<file path="src/rtl/cselsub_pkg.sv">
// cselsub_pkg
//   Shared definitions for the sequential borrow-select subtractor.
//   NIB_W     : width of the nibble slice processed per clock
//   state_t   : controller states (IDLE, RUN, DONE)
//   nib_count : number of nibbles needed to cover an operand of a given width
package cselsub_pkg;

   localparam int NIB_W = 4;

   typedef enum logic [1:0] {
      IDLE = 2'd0,
      RUN  = 2'd1,
      DONE = 2'd2
   } state_t;

   function automatic int nib_count(input int width);
      return width / NIB_W;
   endfunction

endpackage

</file>
<file path="src/rtl/cselsub_nib.sv">
// cselsub_nib
//   Combinational 4-bit borrow-select subtract slice.
//   Both borrow variants are formed side by side, and bin only drives the
//   final 2:1 select.
//   Ports:
//     a, b  in  NIB_W  minuend / subtrahend nibble
//     bin   in  1      borrow into this nibble
//     diff  out NIB_W  selected difference nibble
//     bout  out 1      selected borrow out of this nibble
module cselsub_nib
   import cselsub_pkg::*;
(
   input  logic [NIB_W-1:0] a,
   input  logic [NIB_W-1:0] b,
   input  logic             bin,
   output logic [NIB_W-1:0] diff,
   output logic             bout
);

   // The extra MSB of each 5-bit result is the borrow. The borrow-1 variant
   // is written as a + {1,~b} (== a - b - 1 mod 32), so it does not have to
   // wait for the borrow-0 result.
   logic [NIB_W:0] t0;
   logic [NIB_W:0] t1;

   assign t0 = {1'b0, a} - {1'b0, b};
   assign t1 = {1'b0, a} + {1'b1, ~b};

   assign diff = bin ? t1[NIB_W-1:0] : t0[NIB_W-1:0];
   assign bout = bin ? t1[NIB_W]     : t0[NIB_W];

endmodule

</file>
<file path="src/rtl/cselsubseq.sv">
// cselsubseq
//   Sequential borrow-select subtractor. It computes (a - b - bin) mod
//   2^WIDTH one nibble per clock, least-significant nibble first, through a
//   single time-multiplexed cselsub_nib slice.
//
//   Handshake: start is sampled only in IDLE or DONE. An accepted start
//   latches a, b and bin, and busy is high for the next WIDTH/4 cycles.
//   done then pulses for exactly one cycle, and diff/bout/zero update in that
//   same cycle. start during busy is ignored. busy and done are decoded from
//   the state register, so neither has a combinational path from start.
//
//   Ports:
//     clk, rst_n  clock; asynchronous active-low reset
//     start       operation request
//     a, b, bin   operands and borrow-in (latched on acceptance)
//     busy        nibbles being processed
//     done        one-cycle completion pulse
//     diff        difference, held until the next completion
//     bout        borrow out (a < b + bin, unsigned)
//     zero        diff == 0, registered with diff
//     state_dbg   current controller state (state_t encoding)
module cselsubseq
   import cselsub_pkg::*;
#(
   parameter int WIDTH = 16
) (
   input  logic             clk,
   input  logic             rst_n,
   input  logic             start,
   input  logic [WIDTH-1:0] a,
   input  logic [WIDTH-1:0] b,
   input  logic             bin,
   output logic             busy,
   output logic             done,
   output logic [WIDTH-1:0] diff,
   output logic             bout,
   output logic             zero,
   output logic [1:0]       state_dbg
);

   localparam int N     = nib_count(WIDTH);
   localparam int IDX_W = (N > 1) ? $clog2(N) : 1;
   localparam logic [IDX_W-1:0] LAST = IDX_W'(N - 1);

   generate
      if ((WIDTH % NIB_W) != 0 || WIDTH < NIB_W) begin : g_bad_width
         $error("cselsubseq: WIDTH must be a multiple of 4 and at least 4");
      end
   endgenerate

   state_t state;
   state_t state_nx;
   logic   accept;

   logic [WIDTH-1:0] opa;
   logic [WIDTH-1:0] opb;
   logic [WIDTH-1:0] work;
   logic [WIDTH-1:0] work_nx;
   logic [IDX_W-1:0] idx;
   logic             brw;

   logic [NIB_W-1:0] nib_a;
   logic [NIB_W-1:0] nib_b;
   logic [NIB_W-1:0] nib_d;
   logic             nib_bo;

   // Operand nibble selection and working-result merge for the current index
   always_comb begin
      nib_a   = opa[NIB_W*idx +: NIB_W];
      nib_b   = opb[NIB_W*idx +: NIB_W];
      work_nx = work;
      work_nx[NIB_W*idx +: NIB_W] = nib_d;
   end

   cselsub_nib u_nib (
      .a    (nib_a),
      .b    (nib_b),
      .bin  (brw),
      .diff (nib_d),
      .bout (nib_bo)
   );

   // Next-state logic
   always_comb begin
      state_nx = state;
      accept   = 1'b0;
      case (state)
         IDLE: begin
            if (start) begin
               accept   = 1'b1;
               state_nx = RUN;
            end
         end
         RUN: begin
            if (idx == LAST) begin
               state_nx = DONE;
            end
         end
         DONE: begin
            if (start) begin
               accept   = 1'b1;
               state_nx = RUN;
            end else begin
               state_nx = IDLE;
            end
         end
         default: state_nx = IDLE;
      endcase
   end

   always_ff @(posedge clk or negedge rst_n) begin
      if (!rst_n) begin
         state <= IDLE;
      end else begin
         state <= state_nx;
      end
   end

   assign busy      = (state == RUN);
   assign done      = (state == DONE);
   assign state_dbg = state;

   // Datapath: operands are loaded only on acceptance, so input changes and
   // starts seen during RUN cannot disturb the operation in flight. The
   // visible result is loaded only from the final nibble, so partial
   // results are never shown.
   always_ff @(posedge clk or negedge rst_n) begin
      if (!rst_n) begin
         opa  <= '0;
         opb  <= '0;
         work <= '0;
         idx  <= '0;
         brw  <= 1'b0;
         diff <= '0;
         bout <= 1'b0;
         zero <= 1'b0;
      end else if (accept) begin
         opa  <= a;
         opb  <= b;
         brw  <= bin;
         idx  <= '0;
         work <= '0;
      end else if (state == RUN) begin
         work <= work_nx;
         brw  <= nib_bo;
         if (idx == LAST) begin
            idx  <= '0;
            diff <= work_nx;
            bout <= nib_bo;
            zero <= (work_nx == '0);
         end else begin
            idx <= idx + IDX_W'(1);
         end
      end
   end

endmodule

</file>
<file path="config.mk">
export PLATFORM = sky130hd
export DESIGN_NAME = cselsubseq
export DESIGN_NICKNAME = d
export VERILOG_FILES = /design/src/rtl/cselsub_pkg.sv /design/src/rtl/cselsub_nib.sv /design/src/rtl/cselsubseq.sv
export SDC_FILE = /design/constraint.sdc
export NUM_CORES = 1
export LEC_CHECK = 0
export BUFFER_PORTS_ARGS = -buffer_cell sky130_fd_sc_hd__clkbuf_2
export CELL_PAD_IN_SITES_DETAIL_PLACEMENT = 0
export CELL_PAD_IN_SITES_GLOBAL_PLACEMENT = 1
export CORE_ASPECT_RATIO = 0.9
export CORE_MARGIN = 2
export CORE_UTILIZATION = 39
export DETAILED_ROUTE_END_ITERATION = 16
export GPL_TIMING_DRIVEN = 0
export PLACE_DENSITY_LB_ADDON = 0.1
export SYNTH_ARGS = -nofsm -noshare
export SYNTH_HDL_FRONTEND = slang
export SYNTH_SLANG_ARGS = --single-unit
</file>
<file path="constraint.sdc">
create_clock -name clk -period 3.2 [get_ports clk]
set_input_delay 0.32 -clock clk [delete_from_list [all_inputs] [get_ports clk]]
set_output_delay 0.32 -clock clk [all_outputs]
set_load 0.05 [all_outputs]
</file>
Word level (Yosys, flattened, before mapping):

Cells that the tools add are included.

* output and inout port bits: 22
* bits in registers: 71

* add/subtract/negate cells: 4
* equality and inequality tests: 5
* bitwise gates (word level): 2
* reduce and logical (&&, ||, !) cells: 6
* mux-type cells: 16
* shift operators: 4

Operators with widths (count)
* $neg 4->34: 1
* $shift 4x34->16 const A: 1
* $shiftx 4x34->16: 1
* $mux 16: 2
* $shiftx 16x5->4: 2
* $bwmux 16: 1
* $logic_not 16->1: 1
* $mux 2: 5
* $mux 1: 6
* $pmux 2 s3: 1
* $add 4x5->5: 1
* $sub 4x4->5: 1
* $eq 2x2->1 const B: 2
* $mux 4: 1
* $not 4->4: 1
* $reduce_and 3->1: 1
* $add 2x1->2 const B: 1
* $eq 2x1->1 const B: 1
* $logic_not 2->1: 1
* $ne 2x1->1 const B: 1
* $ne 2x2->1 const B: 1
* $reduce_and 2->1: 1
* $reduce_bool 2->1: 1
* $reduce_or 2->1: 1
* $not 1->1: 1

Logic depth before layout (Yosys ltp):

Gate-level depths: netlist of the first run.

* depth in word-level cells: 8
* depth in mapped cells: 12
* gate-level depth less buffers: 10

Cells and area by module:

From an unflattened synthesis of the first run, not the netlist that was laid out.

* cells, all modules: 291
* area total of the unflattened synthesis: 3433.3 um^2

By module, submodules not included
* cselsubseq: area an instance 3161.8 um^2, times used 1, seq. area each 1776.7 um^2, cells an instance 255
* cselsub_nib: area an instance 271.5 um^2, times used 1, seq. area each 0.0 um^2, cells an instance 36

Worst setup path before layout of the first run:

Ideal clock, no wire load.

* path kind: register to register
* start point: reg idx[0]
* end point: reg zero
* setup slack: 0.076 ns
* cell stages (with the launch flop): 13
* path buffers: 2
* period minus slack after synthesis: 3.124 ns
* data arrival time: 3.003 ns
* path through: dfrtp_1 -> buf_2 -> buf_2 -> mux4_2 -> inv_1 -> ha_1 -> inv_1 -> fa_1 -> nor2_1 -> a21oi_1 -> o22a_2 -> a2111oi_0 -> a32o_2

* longest elaborated chain between the ends: 7

RTL lines
* start: declaration: line cselsubseq.sv:59 `logic [IDX_W-1:0] idx;`
* start signal: assignment: line cselsubseq.sv:152 `idx <= idx + IDX_W'(1);`
* $shiftx 16x5->4: line cselsubseq.sv:70 `nib_b = opb[NIB_W*idx +: NIB_W];`
* $not 4->4: line cselsub_nib.sv:27 `assign t1 = {1'b0, a} + {1'b1, ~b};`
* $add 4x5->5: line cselsub_nib.sv:27
* $mux 4: line cselsub_nib.sv:29 `assign diff = bin ? t1[NIB_W-1:0] : t0[NIB_W-1:0];`
* $shiftx 4x34->16: line cselsubseq.sv:72 `work_nx[NIB_W*idx +: NIB_W] = nib_d;`
* $bwmux 16: line cselsubseq.sv:72
* $logic_not 16->1: line cselsubseq.sv:150 `zero <= (work_nx == '0);`
* end signal: assignment: line cselsubseq.sv:150
* end: declaration: line cselsubseq.sv:37 `output logic zero,`

Several ways; a longest one is shown, not always the timed one.
A chain may end at the register's enable or synchronous reset.

Final worst setup path of the first run:

Ends and elaborated chain as after synthesis.

==> impl_metrics.yaml, run 1 <==
floorplanning:
  dieArea_um2: 9760
  coreArea_um2: 8650
  initial_core_util_pct: 40.5
  ioPinCount: 58
  dieWidth_um: 104
  num_rows: 32
  die_h_um: 93.9
layout:
  layout_common_cells: "nand2_1 (121), dfrtp_1 (71), clkbuf_2 (57)"
  final_layout_size_suffix_gt1_share_pct: 25.8
  fin_nets: 486
  final_common_cell: "nand2_1"
  stdcell_count: 561
  nFillCells: 854
  n_antenna_cell: 0
  syn2layout_area_growth_pct: 23.2
logic_synthesis:
  ys_seq_area_share_pct: 50.7
  yosys-top-cells-area: "dfrtp_1 (51%), nand2_1 (13%), mux4_2 (5.1%), ha_1 (3.9%), a32o_1 (3.1%)"
  ys_ff_latch: 71
  async_reset_ff_share_pct: 100
  ys_types: 44
  syn_inst: 358
  syn_nets: 407
  ys.flop_type: "dfrtp_1"
  syn_avg_cell_area_um2: 9.79
  ys_warn_count: 0
  synth_top_area_share_pct: 50.7
  synthesis.area_um2: 3500
  synth-edff-count: 0
  yosysTopAreaCell: "dfrtp_1"
clock_network:
  htreeDepth: 3
  cts_root_buf: "clkbuf_8"
  cts_sinks: 71
  cts_buffers: 9
  clk_latency_ns: 0.35
  clkTransAtPathRegs_ns: 0.08
  cts_tree: "yes"
  clk_path_buf_depth: 2
run:
  maxCapViolCount: 0
placement:
  io_buffers: 57
  detailed_place_hpwl_mm: 6.13
  dp.cells: 535
  gp_congestion: 0.796
  dp_worst_setup_slack_ns: -0.582
drt:
  drt_wl_total_mm: 8.63
  drt_iter0_drc: 112
  drcViolationCount: 0
  vias_per_cell: 5.08
  dr_total_vias: 2850
  postRouteAntennaNets: 0
  drtPass1Iterations: 4
  wire_per_inst_um: 15.4
global_route:
  grt_usage_pct: 18.9
  overflow: 0
  grt_first_pass_wirelength_mm: 14.4
  grt_antenna_before_repair: 0
  grt_pass1_vias: 2782
  grt_max_degree: 42
timing:
  setup_viol: 0
  setup_ws_ns: 0.120
  slew-limit-headroom_pct: 46.8
  fin_skew_ns: 0.00750
  worst_pin_slew_ns: 0.792
  final_max_slew_viol_count: 0
  max_freq_mhz: 325
  period_needed_ns: 3.08
  min_period_over_period_pct: 96.3
  finalHoldViolCount: 0
critical_path:
  cpLargestDelayFamily: "adder cells"
  critPathMaxStageDelay_ns: 0.52
  worst-setup-path-type: "flip-flop to flip-flop"
  arrival_ns: 3.37
  cp_max_fo: 10
  cp-start-kind: "flip-flop"
  critical_path.most_common_cell: "inv_1"
  cp_cell_sequence: "buf_6 > buf_12 > mux4_2 > inv_1 > ha_2 > inv_1 > fa_1 > nor2_4 > and3b_2 > o22a_2 > o31ai_2 > a32o_2"
  slowest_stage: "mux4_2"
  path_buf_inv: 4
  crit_required_ns: 3.49
  worstSetupEndpointType: "flip-flop"
worst_hold_path:
  worstHoldPathType: "input pin to flip-flop"
status:
  outcome: "complete, no violations"
[registers in the layout (all words and copies together) (netlist names)]
name and cells:
idx 2, bout 1, work 16, zero 1
brw 1, diff 16, opb 16, opa 16
state_dbg 2
[cell type report]
type                            instances  area [um2]  area share (%)
Clock inverter                          5        57.6            1.33
Tap cell                              119         149            3.45
Multi-Input combinational cell        253        1640            38.0
Inverter                               15        56.3            1.30
Timing Repair Buffer                   68         385            8.93
Sequential cell                        71        1780            41.2
Clock buffer                           11         141            3.28
Buffer                                 19         111            2.58
[layer usage]
layer,GRT usage (%),share of wire [%],routed length (um),up-vias
li1,-,-,-,1379
met4,5.41,0.94,81,0
met1,27.4,50,4290,1391
met5,0,0,0,-
met3,4.09,5.1,442,8
met2,28.5,44,3820,72
[cells in the mapped netlist (all sizes together), types with 5 or more instances]
cell and n:
nand2 122, dfrtp 71, a21oi 19, o21ai 18
inv 15, nor2b 14, a32o 12, ha 11
clkbuf 10, buf 9, mux4 8, a22o 6
nor2 5
[cell families after synthesis]
| family | count (synthesis) | share of synthesized area, % |
|---|---|---|
| AND/OR/NAND/NOR | 158 | 19.8 |
| AO/OA/AOI/OAI | 71 | 14.4 |
| flip-flops | 71 | 50.7 |
| buffers and inverters | 34 | 4.14 |
| adder cells (fa/ha/maj) | 13 | 5.07 |
| multiplexers | 9 | 5.43 |
| XOR/XNOR | 2 | 0.500 |
[worst paths after layout]
check	depth (start not counted)	start	to	slack [ns]
worst max-delay path	12	idx[0]	zero	0.12
worst min register to register	2	opa[8]	opa[8]	0.47
worst max register to register	12	idx[0]	zero	0.12
max in group asynchronous	3	rst_n	zero	2.14
worst min-delay path	3	b[4]	opb[4]	0.15
min in group asynchronous	2	rst_n	opa[6]	0.48
[per-stage QoR]
stage / instance area (um2) / TNS (ns) / util [%] / hold slack, ns
after floorplan: 3500 / 0 / - / 0.0244
after global placement: 3940 / -3.29 / 45.5 / 0.454
after detailed placement: 3960 / -4.06 / 45.8 / 0.323
after CTS: 4210 / 0 / 48.7 / 0.137
after global routing: 4320 / -0.0117 / 49.9 / 0.158
final: 4320 / 0 / 49.9 / 0.155
[worst min-delay path, cell delays in order]
cell      delay [ns]
clkbuf_2        0.07
nand2_1         0.04
nand2_1         0.05
[what timing repair did]
| action | 4_1_cts | 5_1_grt |
|---|---|---|
| hold endpoints to repair | 30 | 0 |
| buffers inserted | 1 | 8 |
| gates resized for setup | 10 | 8 |
| hold buffers | 1 | 0 |
| endpoints found under the setup margin | 23 | 3 |
| gates cloned | 0 | 0 |
| pin swaps | 1 | 4 |
Power of run 1 is left out: the tool's default activity adds up to more than one toggle a clock period on the data nets, which glitch-free logic cannot reach.
==> inputs of run 2 (changes only) <==
--- a/config.mk
+++ b/config.mk
@@ -5,7 +5,7 @@
 export SDC_FILE = /design/constraint.sdc
 export NUM_CORES = 1
 export LEC_CHECK = 0
-export BUFFER_PORTS_ARGS = -buffer_cell sky130_fd_sc_hd__clkbuf_2
+export BUFFER_PORTS_ARGS = -buffer_cell sky130_fd_sc_hd__buf_2
 export CELL_PAD_IN_SITES_DETAIL_PLACEMENT = 0
 export CELL_PAD_IN_SITES_GLOBAL_PLACEMENT = 1
 export CORE_ASPECT_RATIO = 0.9
@@ -14,6 +14,7 @@
 export DETAILED_ROUTE_END_ITERATION = 16
 export GPL_TIMING_DRIVEN = 0
 export PLACE_DENSITY_LB_ADDON = 0.1
+export SLEW_MARGIN = 20
 export SYNTH_ARGS = -nofsm -noshare
 export SYNTH_HDL_FRONTEND = slang
 export SYNTH_SLANG_ARGS = --single-unit
==> run 2 against run 1 <==
Net effect:
- count of clock-buffer cells in the layout is the same
- register-to-register slack improved by 0.07 ns
- sequential cell count did not move
- critical path depth is the same
- setup slack improved by 0.073 ns
- worst hold slack got worse by 0.0071 ns
- sequential share of layout area about the same
- clock skew about the same
- fmax grew 2.4%
==> impl_metrics.yaml, run 2 (synthesis gave the netlist of run 1 again) <==
clock_network:
  cts_sinks: 71
  cts_root_buf: "clkbuf_8"
  clk_latency_ns: 0.35
  cts_buffers: 9
  cts_tree: "yes"
  htreeDepth: 3
  clk_path_buf_depth: 2
  clkTransAtPathRegs_ns: 0.08
timing:
  finalHoldViolCount: 0
  rsz0062_at_grt: "false"
  min_period_over_period_pct: 94.0
  setup_viol: 0
  fin_skew_ns: 0.00780
  final_max_slew_viol_count: 0
  max_freq_mhz: 333
  worst_pin_slew_ns: 0.831
  slew-limit-headroom_pct: 44.2
  period_needed_ns: 3.01
drt:
  drtPass1Iterations: 4
  drt_wl_total_mm: 8.57
  dr_total_vias: 2826
  drt_iter0_drc: 117
  wire_per_inst_um: 15.4
  vias_per_cell: 5.07
  postRouteAntennaNets: 0
  drcViolationCount: 0
layout:
  n_antenna_cell: 0
  final_layout_size_suffix_gt1_share_pct: 25.1
  fin_area_um2: 4310
  layout_common_cells: "nand2_1 (121), dfrtp_1 (71), buf_2 (56)"
  fin_nets: 482
  nFillCells: 852
  multi_input_area_um2: 1630
  fin_util_pct: 49.9
  final_common_cell: "nand2_1"
  syn2layout_area_growth_pct: 23.1
  regArea_um2: 1780
placement:
  gp_congestion: 0.797
  postPlaceCellArea_um2: 3970
  io_buffers: 57
  detailed_place_hpwl_mm: 6.15
critical_path:
  cp-start-kind: "flip-flop"
  critPathMaxStageDelay_ns: 0.52
  path_buf_inv: 4
  cpLargestDelayFamily: "adder cells"
  arrival_ns: 3.30
  worst-setup-path-type: "flip-flop to flip-flop"
  cp_max_fo: 10
  r2r-start: "idx[0]"
  crit_required_ns: 3.49
  worstSetupEndpointType: "flip-flop"
  cp_cell_sequence: "buf_6 > buf_12 > mux4_2 > inv_1 > ha_2 > inv_1 > fa_1 > nor2_2 > and3b_2 > o22a_2 > o31ai_2 > a32o_2"
  critical_path.most_common_cell: "inv_1"
  critPathLaunch: "idx[0]"
  slowest_stage: "mux4_2"
run:
  maxCapViolCount: 0
floorplanning:
  initial_core_util_pct: 40.5
  num_rows: 32
  ioPinCount: 58
  dieWidth_um: 104
  die_h_um: 93.9
  dieArea_um2: 9760
  coreArea_um2: 8650
global_route:
  grt_max_degree: 44
  overflow: 0
  grt_antenna_before_repair: 0
  grt_pass1_vias: 2858
  grt_usage_pct: 18.8
  grt_first_pass_wirelength_mm: 14.4
worst_hold_path:
  min_from: "b[11]"
  worstHoldPathType: "input pin to flip-flop"
status:
  outcome: "complete, no violations"
run 2: cell count changes in the layout (fill, tap and decap cells not counted), sizes merged:
cell,delta
clkinv,-2
clkbuf,-57
buf,+53
bufinv,+1
clkinvlp,+1
run 2: what timing repair did:
| item | in CTS | in global routing |
|---|---|---|
| cloned | 0 | 0 |
| pin swaps | 0 | 3 |
| gates resized for setup | 8 | 9 |
| hold buffers | 1 | 0 |
| setup endpoints to repair | 23 | 2 |
| endpoints found under the hold margin | 28 | 0 |
| buffers inserted | 1 | 4 |
run 2: cell type report:
class	count	share of cell area [%]
clock inverter	5	1.89
timing repair buffer	64	8.41
inverter	15	1.31
clock buffer	11	3.28
sequential	71	41.2
multi-input combinational	253	37.9
tap	119	3.45
buffer	19	2.58
run 2: routing by layer:
metal,track usage [%],vias up,part of all wire [%]
met4,4.73,0,0.82
met2,28.5,55,45
met1,27.3,1391,50
li1,-,1376,-
met3,4.65,4,4.1
met5,0,-,0
run 2: worst paths after layout:
kind / to / slack (ns) / cells after the start
min: opb[11] / 0.15 / 3
max in group asynchronous: zero / 2.20 / 3
min in group asynchronous: opa[6] / 0.44 / 2
max: zero / 0.19 / 12
min reg2reg: opa[8] / 0.47 / 2
max reg2reg: zero / 0.19 / 12
run 2: worst reg2reg max path, cell delays in order, from the launching register on:
cell and delay, ns:
dfrtp_1 0.37, buf_6 0.12, buf_12 0.14, mux4_2 0.53, inv_1 0.08, ha_2 0.19
inv_1 0.06, fa_1 0.44, nor2_2 0.16, and3b_2 0.26, o22a_2 0.21, o31ai_2 0.19
a32o_2 0.20
run 2: stage by stage:
step / hold slack [ns] / instances / setup TNS, ns / worst slack, ns
5_1_grt: 0.149 / 557 / 0 / 0.0391
6_report: 0.148 / 557 / 0 / 0.193
2_1_floorplan: 0.0244 / 358 / 0 / 0.0759
3_5_place_dp: 0.282 / 535 / -3.90 / -0.607
3_3_place_gp: 0.454 / 534 / -3.28 / -0.556
4_1_cts: 0.139 / 553 / 0 / 0.00280
Power of run 2 is left out for the same reason.
